--- config.mk ---
export PLATFORM = sky130hd
export DESIGN_NAME = axi_full_burst_tester
export DESIGN_NICKNAME = d
export VERILOG_FILES = /design/src/rtl/axi_full_burst_tester.sv
export SDC_FILE = /design/constraint.sdc
export NUM_CORES = 1
export LEC_CHECK = 0
export CORE_ASPECT_RATIO = 1.25
export CORE_MARGIN = 4
export CORE_UTILIZATION = 47
export CTS_CLUSTER_DIAMETER = 40
export CTS_CLUSTER_SIZE = 28
export DETAILED_ROUTE_END_ITERATION = 12
export PLACE_DENSITY = 0.95
export SETUP_SLACK_MARGIN = 0.4
export SYNTH_ARGS = -nofsm -noshare
export SYNTH_HDL_FRONTEND = slang
export SYNTH_SLANG_ARGS = --single-unit
export TNS_END_PERCENT = 10
--- constraint.sdc ---
create_clock -name M_AXI_ACLK -period 6.2 [get_ports M_AXI_ACLK]
set_clock_uncertainty 0.05 [all_clocks]
set_input_delay 1.55 -clock M_AXI_ACLK [delete_from_list [all_inputs] [get_ports M_AXI_ACLK]]
set_output_delay 1.55 -clock M_AXI_ACLK [all_outputs]
set_load 0.005 [all_outputs]
--- src/rtl/axi_full_burst_tester.sv ---
// rtl/axi_full_burst_tester.sv - AXI4-full master: writes NUM_BURSTS INCR bursts of seed+k, reads them back, counts errors
module axi_full_burst_tester #(
    parameter logic [63:0] C_M_TARGET_BASE_ADDR = 64'h4000_0000,
    parameter int          C_M_AXI_ADDR_WIDTH   = 32,
    parameter int          C_M_AXI_DATA_WIDTH   = 32,
    parameter int          C_M_AXI_ID_WIDTH     = 1,
    parameter int          C_M_BURST_LEN        = 16,
    parameter int          C_M_NUM_BURSTS       = 4,
    parameter int          C_ERR_CNT_WIDTH      = 8
) (
    input  logic                            M_AXI_ACLK,
    input  logic                            M_AXI_ARESETN,
    input  logic                            start,
    input  logic [C_M_AXI_DATA_WIDTH-1:0]   seed,
    output logic                            busy,
    output logic                            done,
    output logic                            err_flag,
    output logic [C_ERR_CNT_WIDTH-1:0]      err_count,
    output logic [C_M_AXI_ID_WIDTH-1:0]     M_AXI_AWID,
    output logic [C_M_AXI_ADDR_WIDTH-1:0]   M_AXI_AWADDR,
    output logic [7:0]                      M_AXI_AWLEN,
    output logic [2:0]                      M_AXI_AWSIZE,
    output logic [1:0]                      M_AXI_AWBURST,
    output logic                            M_AXI_AWVALID,
    input  logic                            M_AXI_AWREADY,
    output logic [C_M_AXI_DATA_WIDTH-1:0]   M_AXI_WDATA,
    output logic [C_M_AXI_DATA_WIDTH/8-1:0] M_AXI_WSTRB,
    output logic                            M_AXI_WLAST,
    output logic                            M_AXI_WVALID,
    input  logic                            M_AXI_WREADY,
    input  logic [C_M_AXI_ID_WIDTH-1:0]     M_AXI_BID,
    input  logic [1:0]                      M_AXI_BRESP,
    input  logic                            M_AXI_BVALID,
    output logic                            M_AXI_BREADY,
    output logic [C_M_AXI_ID_WIDTH-1:0]     M_AXI_ARID,
    output logic [C_M_AXI_ADDR_WIDTH-1:0]   M_AXI_ARADDR,
    output logic [7:0]                      M_AXI_ARLEN,
    output logic [2:0]                      M_AXI_ARSIZE,
    output logic [1:0]                      M_AXI_ARBURST,
    output logic                            M_AXI_ARVALID,
    input  logic                            M_AXI_ARREADY,
    input  logic [C_M_AXI_ID_WIDTH-1:0]     M_AXI_RID,
    input  logic [C_M_AXI_DATA_WIDTH-1:0]   M_AXI_RDATA,
    input  logic [1:0]                      M_AXI_RRESP,
    input  logic                            M_AXI_RLAST,
    input  logic                            M_AXI_RVALID,
    output logic                            M_AXI_RREADY
);

    localparam int AW          = C_M_AXI_ADDR_WIDTH;
    localparam int DW          = C_M_AXI_DATA_WIDTH;
    localparam int BYTES       = DW / 8;
    localparam int BURST_BYTES = C_M_BURST_LEN * BYTES;
    localparam int BEAT_W      = (C_M_BURST_LEN > 1) ? $clog2(C_M_BURST_LEN) : 1;
    localparam int B_W         = (C_M_NUM_BURSTS > 1) ? $clog2(C_M_NUM_BURSTS) : 1;
    localparam logic [BEAT_W-1:0] LAST_BEAT = BEAT_W'(C_M_BURST_LEN - 1);
    localparam logic [B_W-1:0]    LAST_B    = B_W'(C_M_NUM_BURSTS - 1);
    localparam logic [7:0]        AXLEN     = 8'(C_M_BURST_LEN - 1);
    localparam logic [2:0]        AXSIZE    = 3'($clog2(BYTES));

    generate
        if (C_M_BURST_LEN < 1 || C_M_BURST_LEN > 256 || BURST_BYTES > 4096 ||
            (BURST_BYTES & (BURST_BYTES - 1)) != 0 || C_M_NUM_BURSTS < 1 ||
            !(DW == 32 || DW == 64 || DW == 128)) begin : g_bad_cfg
            $error("axi_full_burst_tester: illegal width/burst configuration");
        end
    endgenerate

    typedef enum logic [2:0] {S_IDLE, S_WA, S_WD, S_WB, S_RA, S_RD, S_DONE} state_t;

    state_t                 state_q, state_d;
    logic [B_W-1:0]         b_q, b_d;
    logic [BEAT_W-1:0]      beat_q, beat_d;
    logic [DW-1:0]          seed_q, seed_d;
    logic                   done_q, done_d;
    logic [C_ERR_CNT_WIDTH-1:0] err_count_q, err_count_d;
    logic                   err_inc;
    logic                   last_beat, last_burst;
    logic [DW-1:0]          exp_word;
    logic [AW-1:0]          burst_addr;

    // Word k = b*BURST_LEN + beat; the same value drives WDATA and is the read-back reference.
    assign exp_word   = seed_q + DW'(b_q) * DW'(C_M_BURST_LEN) + DW'(beat_q);
    assign burst_addr = AW'(C_M_TARGET_BASE_ADDR) + AW'(b_q) * AW'(BURST_BYTES);
    assign last_beat  = (beat_q == LAST_BEAT);
    assign last_burst = (b_q == LAST_B);

    always_comb begin
        state_d     = state_q;
        b_d         = b_q;
        beat_d      = beat_q;
        seed_d      = seed_q;
        done_d      = done_q;
        err_count_d = err_count_q;
        err_inc     = 1'b0;
        case (state_q)
            S_IDLE, S_DONE: begin
                state_d = S_IDLE;
                if (start) begin
                    seed_d      = seed;
                    done_d      = 1'b0;
                    err_count_d = '0;
                    b_d         = '0;
                    beat_d      = '0;
                    state_d     = S_WA;
                end
            end
            S_WA: if (M_AXI_AWREADY) begin
                beat_d  = '0;
                state_d = S_WD;
            end
            S_WD: if (M_AXI_WREADY) begin
                if (last_beat) begin
                    beat_d  = '0;
                    state_d = S_WB;
                end else begin
                    beat_d = beat_q + 1'b1;
                end
            end
            S_WB: if (M_AXI_BVALID) begin
                err_inc = (M_AXI_BRESP != 2'b00);
                if (last_burst) begin
                    b_d     = '0;
                    state_d = S_RA;
                end else begin
                    b_d     = b_q + 1'b1;
                    state_d = S_WA;
                end
            end
            S_RA: if (M_AXI_ARREADY) begin
                beat_d  = '0;
                state_d = S_RD;
            end
            S_RD: if (M_AXI_RVALID) begin
                // Several faults on one beat still count as a single error.
                err_inc = (M_AXI_RDATA != exp_word) || (M_AXI_RRESP != 2'b00) ||
                          (M_AXI_RLAST != last_beat);
                if (M_AXI_RLAST || last_beat) begin
                    beat_d = '0;
                    if (last_burst) begin
                        done_d  = 1'b1;
                        state_d = S_DONE;
                    end else begin
                        b_d     = b_q + 1'b1;
                        state_d = S_RA;
                    end
                end else begin
                    beat_d = beat_q + 1'b1;
                end
            end
            default: state_d = S_IDLE;
        endcase
        if (err_inc && (err_count_q != '1)) begin
            err_count_d = err_count_q + 1'b1;
        end
    end

    always_ff @(posedge M_AXI_ACLK or negedge M_AXI_ARESETN) begin
        if (!M_AXI_ARESETN) begin
            state_q     <= S_IDLE;
            b_q         <= '0;
            beat_q      <= '0;
            seed_q      <= '0;
            done_q      <= 1'b0;
            err_count_q <= '0;
        end else begin
            state_q     <= state_d;
            b_q         <= b_d;
            beat_q      <= beat_d;
            seed_q      <= seed_d;
            done_q      <= done_d;
            err_count_q <= err_count_d;
        end
    end

    assign busy      = (state_q != S_IDLE) && (state_q != S_DONE);
    assign done      = done_q;
    assign err_count = err_count_q;
    assign err_flag  = (err_count_q != '0);

    assign M_AXI_AWID    = '0;
    assign M_AXI_AWADDR  = burst_addr;
    assign M_AXI_AWLEN   = AXLEN;
    assign M_AXI_AWSIZE  = AXSIZE;
    assign M_AXI_AWBURST = 2'b01;
    assign M_AXI_AWVALID = (state_q == S_WA);
    assign M_AXI_WDATA   = exp_word;
    assign M_AXI_WSTRB   = '1;
    assign M_AXI_WLAST   = (state_q == S_WD) && last_beat;
    assign M_AXI_WVALID  = (state_q == S_WD);
    assign M_AXI_BREADY  = (state_q == S_WB);
    assign M_AXI_ARID    = '0;
    assign M_AXI_ARADDR  = burst_addr;
    assign M_AXI_ARLEN   = AXLEN;
    assign M_AXI_ARSIZE  = AXSIZE;
    assign M_AXI_ARBURST = 2'b01;
    assign M_AXI_ARVALID = (state_q == S_RA);
    assign M_AXI_RREADY  = (state_q == S_RD);

    logic unused_ids;
    assign unused_ids = ^{M_AXI_BID, M_AXI_RID};

endmodule
# After elaboration in Yosys (flattened, before gate mapping)
# Index checks and enable logic that the tools add are counted.
[word_totals]
regBits = 50
out_inout_bits = 145
word_cells = 94
[classes]
addsub = 6
eq_ne = 22
muxes = 37
n_reduce_logical = 23
[op_table]
columns = ["op", "n"]
rows = [
  ["31-bit by 8-bit adder with 32-bit output, first input constant", 1],
  ["32-bit by 4-bit adder with 32-bit output", 1],
  ["32-bit by 6-bit adder with 32-bit output", 1],
  ["32-bit != test", 1],
  ["4-bit 2-to-1 mux", 7],
  ["3-bit 2-to-1 mux", 8],
  ["8-bit 2-to-1 mux", 3],
  ["4-bit one-hot mux with 5 select lines", 1],
  ["3-bit one-hot mux with 6 select lines", 1],
  ["2-bit 2-to-1 mux", 7],
  ["2-bit by 1-bit != test with 1-bit output, second input constant", 6],
  ["6-bit AND reduction", 2],
  ["2-bit nonzero test", 5],
  ["3-bit == test, second input constant", 3],
  ["8-bit by 1-bit adder with 8-bit output, second input constant", 1],
  ["2-bit != test, second input constant", 4],
  ["8-bit != test, second input constant", 1],
  ["8-bit nonzero test", 1],
  ["1-bit 2-to-1 mux", 7],
  ["7-bit AND reduction", 1],
  ["3-bit by 2-bit == test with 1-bit output, second input constant", 2],
  ["2-bit one-hot mux with 3 select lines", 1],
  ["3-bit nonzero test", 2],
  ["5-bit AND reduction", 1],
  ["other kinds (14)", 20],
]

# Depth between registers and ports, before layout
# Gate-level depths: netlist of the first run.
[depth]
depth_word = 10
ltp_mapped = 13
mapped_depth_nobuf = 12

# Least setup slack after synthesis of the first run
# OpenSTA, ideal clock, no wires.
[synth_path]
kind = "reg-to-output"
start = "register beat_q[0]"
end = "output port M_AXI_WDATA[24]"
t_arrival_ps = 2333
required_time_ps = 4600
slack_ps = 2267
path_stages_with_launch = 8
n_path_buf = 1
cell_sequence = "dfrtp_1 ha_1 fa_1 a211oi_1 o21a_1 clkbuf_1 nor3_1 xnor2_1"
[synth_via]
elab_chain_len = 1
[synth_lines]
columns = ["element", "line", "source"]
rows = [
  ["start: declaration", "73", "logic [BEAT_W-1:0] beat_q, beat_d;"],
  ["start signal: assignment", "169", "beat_q <= beat_d;"],
  ["32-bit by 4-bit adder with 32-bit output", "83", "assign exp_word = seed_q + DW'(b_q) * DW'(C_M_BURST_LEN) + DW'(beat_q);"],
  ["end: declaration", "26", "output logic [C_M_AXI_DATA_WIDTH-1:0] M_AXI_WDATA,"],
]
# No other way between the ends.

# Worst setup path after layout of the first run
# Same ends and word-level chain as after synthesis.

==> results of run 1 <==
## worst max-delay path, stage by stage, from the launching register on
cell	delay (ns)
dfrtp_1	0.43
ha_1	0.26
fa_1	0.42
a211oi_1	0.56
o21a_1	0.64
nor3_1	0.18
xnor2_1	0.18
clkdlybuf4s50_1	0.56
## stage by stage
| stage | util | setup WS (ns) | area, sq um |
|---|---|---|---|
| 6_report | 0.5980 | 1.070 | 6136 |
| 5_1_grt | 0.5980 | 0.9269 | 6136 |
| 4_1_cts | 0.5980 | 1.132 | 6136 |
| 3_5_place_dp | 0.5818 | 1.324 | 5969 |
| 3_3_place_gp | 0.5818 | 1.375 | 5969 |
| 2_1_floorplan | - | 2.267 | 5353 |
## layout by cell type, fill, tap and decap left out, types with 13 or more instances in the layout
master,n
xor2_1,24
inv_1,21
clkdlybuf4s50_1,128
a211oi_1,13
nand3_1,18
nor3_1,20
nand2_1,113
dfrtp_1,50
conb_1,92
xnor2_1,27
nor2_1,25
a21oi_1,13
o21ai_0,23
## metal layers
metal / wire length (um) / global-route usage / vias up
li1: - / - / 2197
met4: 476 / 0.09351 / 0
met3: 1298 / 0.03950 / 38
met2: 6869 / 0.3760 / 261
met1: 5286 / 0.2585 / 2148
met5: 0 / 0 / -
## path summary, 6_finish.rpt
path	start	endpoint	slack, ns	depth (start not counted)
setup / recovery	beat_q[0]	M_AXI_WDATA[24]	1.07	7
hold / removal	seed_q[0]	seed_q[0]	0.44	2
setup reg to reg	beat_q[0]	err_count[7]	1.65	11
hold reg to reg	seed_q[0]	seed_q[0]	0.44	2
max in group asynchronous	M_AXI_ARESETN	seed_q[13]	4.33	2
min in group asynchronous	M_AXI_ARESETN	seed_q[19]	1.30	2
## power groups by stage
stage | Combinational, mW | Clock, mW | Sequential [mW]
final | 1.22 | 0.322 | 0.653
after global routing | 1.34 | 0.339 | 0.678
after CTS | 1.22 | 0.326 | 0.647
after detailed placement | 1.21 | 0 | 0.653
after global placement | 1.19 | 0 | 0.647
after floorplan | 0.842 | 0 | 0.536
## kinds of logic after synthesis
family | after synthesis | share of synthesized area
AND/OR/NAND/NOR | 238 | 0.2295
multiplexers | 7 | 0.01397
other | 2 | 0.001498
AO/OA/AOI/OAI | 112 | 0.1689
XOR/XNOR | 58 | 0.1205
adder cells (fa/ha/maj) | 12 | 0.03144
buffers and inverters | 149 | 0.1846
flip-flops | 50 | 0.2495
## area by class of cell
class	instances	area [sq um]
fillers	907	4124
multi-input cells	519	3177
repair buffers	131	1301
flip-flops and latches	50	1251
well taps	129	161.4
clock buffers	6	128.9
inverters	21	78.83
clock inverters	2	37.54
## sequential cells by signal (all words and copies together), names as in the netlist
register	count
err_count	8
seed_q	32
done	1
b_q	2
state_q	3
beat_q	4
==> impl_results.md, run 1 <==
- Placeable Area: 10260 sq um
- Htree depth: 2
- CTS Sinks: 50
- First-pass GRT wire length: 21290 um
- Placed Cells: 850
- Final Wtd Congestion: 0.9214
- Max Slew Vio Count: 0
- Status: completed
- Initial antenna violation count: 0
- Slew Limit Headroom: 0.3636
- Ys async rst share: 1.000
- Gr usage total: 0.2157
- Mean area per synthesized cell: 7.985 sq um
- WS Path Type: reg2out
- Die Y: 123.5 um
- EDFF count, synth: 0
- Combinational power share: 0.556
- Router iterations before antenna repair: 6
- Post-synth top area cell: dfrtp_1
- Max IR drop VDD: 0.2097 mV
- Yosys cell types: 67
- Overall power: 2.198 mW
- Final WL: 13930 um
- Area contributors post-synth: dfrtp_1, buf_4, nand2_1
- NumNets Final: 819
- Non-Filler Instances: 858
- Die ar.: 12400 sq um
- Total congestion overflow: 0
- Post-Syn Area: 5015 sq um
- Pint: 1.269 mW
- Number of setup buffers added after CTS: 0
- Most common cell in the netlist: nand2_1
- Cts bufs inserted: 5
- Vias: 4644
- Final min period: 5.130 ns
- Die Span X: 100.4 um
- Std-Cell Rows: 41
- Startpoint types: flop
- P&R area growth vs syn: 22.36%
- Yosys top cell area share: 0.2495
- Synth Register Bits: 50
- Power per cell area: 358.2 nW/um^2
- Seq pwr share: 0.297
- Hold slack: 0.4375 ns
- Vias per cell: 5.413
- Clk pwr share: 0.147
- CTS tree: built
- CP required: 4.60 ns
- Setup violators final: 0
- Commonest cells in the netlist: nand2_1, buf_4, dfrtp_1
- Min-delay worst type: reg2reg
- Routed WL per cell: 16.24 um
- Largest net degree at the start of global routing: 51
- Sequential fraction of the synthesis area: 0.2495
- Setup crit end kind: output pin
- Clock Tree Buf Depth: 2
- Buffers added on ports: 129
- # DRC: 0
- Clock Latency Late Sink: 0.30 ns
- Root Driver: clkbuf_16
- Clock Pin Slew Worst Setup and Hold Paths: 0.07 ns
- Max Cap Violations: 0
- Yosys synthesis warning count: 0
- Cells after Synth: 628
- Cts hold-fix bufs: 0
- Share of cells above drive strength 1: 0.03155
- Starting Density: 0.4888
- RSZ-0062 raised after global routing: no
- Switching pwr: 0.9289 mW
- Leakage: 2.723 nW
- Final ANT Viol Nets: 0
- Post-CTS Resized: 0
- Ant diodes: 0
- Fin. Hold Viols: 0
- Setup TNS: 0 ns
- Worst-path fanout max: 14
- Vias in the first global route: 4357
- Crit path arrival time: 3.53 ns
- Synth Flop Type: dfrtp_1
- Ports: 224
- Slew of the pin with the lowest slew margin: 0.9426 ns
- Tcrit/Tclk final: 0.8274
- Switch share: 0.4226
- Post-DP HPWL: 10780 um
- Max Clk Rate: 194.9 MHz
- Starting DRC count in detailed routing: 240
Power figures use the tool's default switching activity.
==> run 2, diff against run 1 <==
CORE_UTILIZATION = 43   (was 47)
PLACE_DENSITY = 0.94   (was 0.95)
clock period = 4.8 ns   (was 6.2 ns; I/O delays follow)
==> run 2 against run 1 <==
  * Die area grew 8.6%
  * Non-clock buffer count increased by 5
  * Sequential power increased by 30%
  * Combinational power rose by 32%
  * Wire length is 5.3% higher
  * Cell count up 1.3%
  * Final area grew 1.5%
  * Setup slack worse by 0.60 ns
  * Critical endpoint is now M_AXI_WDATA[22]
  * Largest cell class unchanged
  * Largest power group unchanged
  * Highest routed layer unchanged
==> impl_results.md, run 2 (synthesis gave the netlist of run 1 again) <==
- Biggest register: seed_q (unchanged)
- Clock Latency Late Sink: 0.30 ns (about the same)
- CTS tree: built (unchanged)
- Cts hold-fix bufs: 0 (unchanged)
- Met1 GRT Util: 0.2430 (was 0.2585)
- Setup TNS: 0 ns (unchanged)
- Largest net degree at the start of global routing: 51 (unchanged)
- Number of setup buffers added after CTS: 0 (unchanged)
- Slowest Stage Delay on Critical Path: 0.54 ns (was 0.64 ns)
- Starting Density: 0.4460 (was 0.4888)
- Share of cells above drive strength 1: 0.04905 (was 0.03155)
- Clock Pin Slew Worst Setup and Hold Paths: 0.07 ns (about the same)
- Slew Limit Headroom: 0.3767 (was 0.3636)
- P&R area growth vs syn: 24.23% (was 22.36%)
- Worst-path fanout max: 9 (was 14)
- Routed WL per cell: 16.88 um (was 16.24 um)
- Final min period: 4.331 ns
- Hold slack: 0.4438 ns (was 0.4375 ns)
- Placeable Area: 11240 sq um (was 10260 sq um)
- Router iterations before antenna repair: 7 (was 6)
- Tcrit/Tclk final: 0.9022
- Post-Layout Inst Area: 6230 sq um (was 6136 sq um)
- NumNets Final: 824 (was 819)
- Initial antenna violation count: 0 (unchanged)
- RSZ-0062 raised after global routing: yes (was no)
- Max Cap Violations: 0 (unchanged)
- Crit path arrival time: 3.08 ns (was 3.53 ns)
- Power per cell area: 462.3 nW/um^2 (was 358.2 nW/um^2)
- WS Path Type: reg2out (unchanged)
- Setup violators final: 0 (unchanged)
- Area of the multi-input gates: 3226 sq um (was 3177 sq um)
- Final WL: 14670 um (was 13930 um)
- Final Wtd Congestion: 0.9644 (was 0.9214)
- Std-Cell Rows: 43 (was 41)
- Fill cells: 1017 (was 907)
- Final ANT Viol Nets: 0 (unchanged)
- Min-delay worst type: reg2reg (unchanged)
- Total congestion overflow: 0 (unchanged)
- Slowest stage cell, crit path: clkdlybuf4s50_1 (was o21a_1)
- Clock Tree Buf Depth: 2 (unchanged)
- Root Driver: clkbuf_16 (unchanged)
- Vias: 4721 (was 4644)
- Fin. Hold Viols: 0 (unchanged)
- Die ar.: 13460 sq um (was 12400 sq um)
- Vias per cell: 5.433 (was 5.413)
- # DRC: 0 (unchanged)
- Max Slew Vio Count: 0 (unchanged)
- Met2 usage: 0.3833 (was 0.3760)
- Most used routing layer: met2 (unchanged)
- Largest register FFs: 32 (unchanged)
- Dpl cell area: 6015 sq um (was 5969 sq um)
- Gr usage total: 0.2086 (was 0.2157)
- Post-DP HPWL: 11220 um (was 10780 um)
- Status: completed (unchanged)
- Met3 usage: 0.03562 (was 0.03950)
- Crit path cell chain: ha_1 > fa_1 > a211oi_2 > o21ai_1 > buf_4 > and3_1 > xor2_1 > clkdlybuf4s50_1 (was ha_1 > fa_1 > a211oi_1 > o21a_1 > nor3_1 > xnor2_1 > clkdlybuf4s50_1)
- Max Clk Rate: 230.9 MHz
- Register area: 1251 sq um (unchanged)
- Overall power: 2.880 mW (was 2.198 mW)
- Leakage: 2.746 nW (was 2.723 nW)
- CTS Sinks: 50 (unchanged)
- Cts bufs inserted: 5 (unchanged)
- Commonest non-fill, non-tap cell in the layout: clkdlybuf4s50_1 (unchanged)
- Commonest non-fill, non-tap cells in the layout: clkdlybuf4s50_1, nand2_1, conb_1 (unchanged)
- Ant diodes: 0 (unchanged)
- CP required: 3.55 ns (was 4.60 ns)
- First-pass GRT wire length: 22890 um (was 21290 um)
- Buffers added on ports: 129 (unchanged)
- Slew of the pin with the lowest slew margin: 0.9232 ns (was 0.9426 ns)
- Htree depth: 2 (unchanged)
- Vias in the first global route: 4614 (was 4357)
- Max IR drop VDD: 0.3848 mV (was 0.2097 mV)
- Die Span X: 104.6 um (was 100.4 um)
- Setup crit end kind: output pin (unchanged)
- Post-CTS Resized: 3 (was 0)
- Ports: 224 (unchanged)
- Die Y: 128.7 um (was 123.5 um)
- Startpoint types: flop (unchanged)
- Starting DRC count in detailed routing: 365 (was 240)
==> run 2: changes by cell type in the layout (fill, tap and decap cells not counted), sizes merged <==
cell / delta
buf: +5
==> run 2: path summary, 6_finish.rpt <==
| path | from | to | slack, ns | depth (start not counted) |
|---|---|---|---|---|
| max in group asynchronous | M_AXI_ARESETN | err_count[4] | 3.28 | 2 |
| worst min-delay path | seed_q[4] | seed_q[4] | 0.44 | 2 |
| worst max-delay path | beat_q[0] | M_AXI_WDATA[22] | 0.47 | 8 |
| worst max register to register | beat_q[0] | err_count[7] | 0.83 | 11 |
| min in group asynchronous | M_AXI_ARESETN | seed_q[23] | 0.95 | 2 |
| worst min register to register | seed_q[4] | seed_q[4] | 0.44 | 2 |
==> run 2: power breakdown <==
part           leakage (nW)  total (mW)  switching, mW  internal, mW
clock network        0.0771       0.419          0.172         0.247
logic                  2.03        1.61          0.781         0.831
registers             0.643       0.849          0.273         0.576
total                  2.75        2.88           1.23          1.65
==> run 2: final cells by class <==
cell class	count	share of cell area
flip-flops and latches	50	0.2008
clock inverters	2	0.006025
clock buffers	6	0.02069
repair buffers	136	0.2149
multi-input cells	519	0.5178
well taps	135	0.02711
inverters	21	0.01265
==> run 2: worst max-delay path, delay by kind of cell (launching register included) <==
kind | cells | cell delay, ns
flops | 1 | 0.43
fa+ha+maj | 2 | 0.69
simple gates | 1 | 0.21
buf+inv | 2 | 0.73
xor+xnor | 1 | 0.16
compound gates | 2 | 0.56
==> run 2: through the flow <==
step                worst slack [ns]  utilization  std cells
floorplan                      1.191            -        718
global placement              0.4839       0.5349        861
detailed placement            0.3814       0.5349        861
CTS                           0.3612       0.5507        869
global route                  0.3339       0.5540        869
finish                        0.4694       0.5540        869
==> run 2: metal layers <==
metal / routed length (um) / vias to the layer above / part of all wire
met5: 0 / - / 0
met1: 5724 / 2204 / 0.39
met4: 382 / 0 / 0.026
met2: 7372 / 273 / 0.50
li1: - / 2212 / -
met3: 1191 / 32 / 0.081
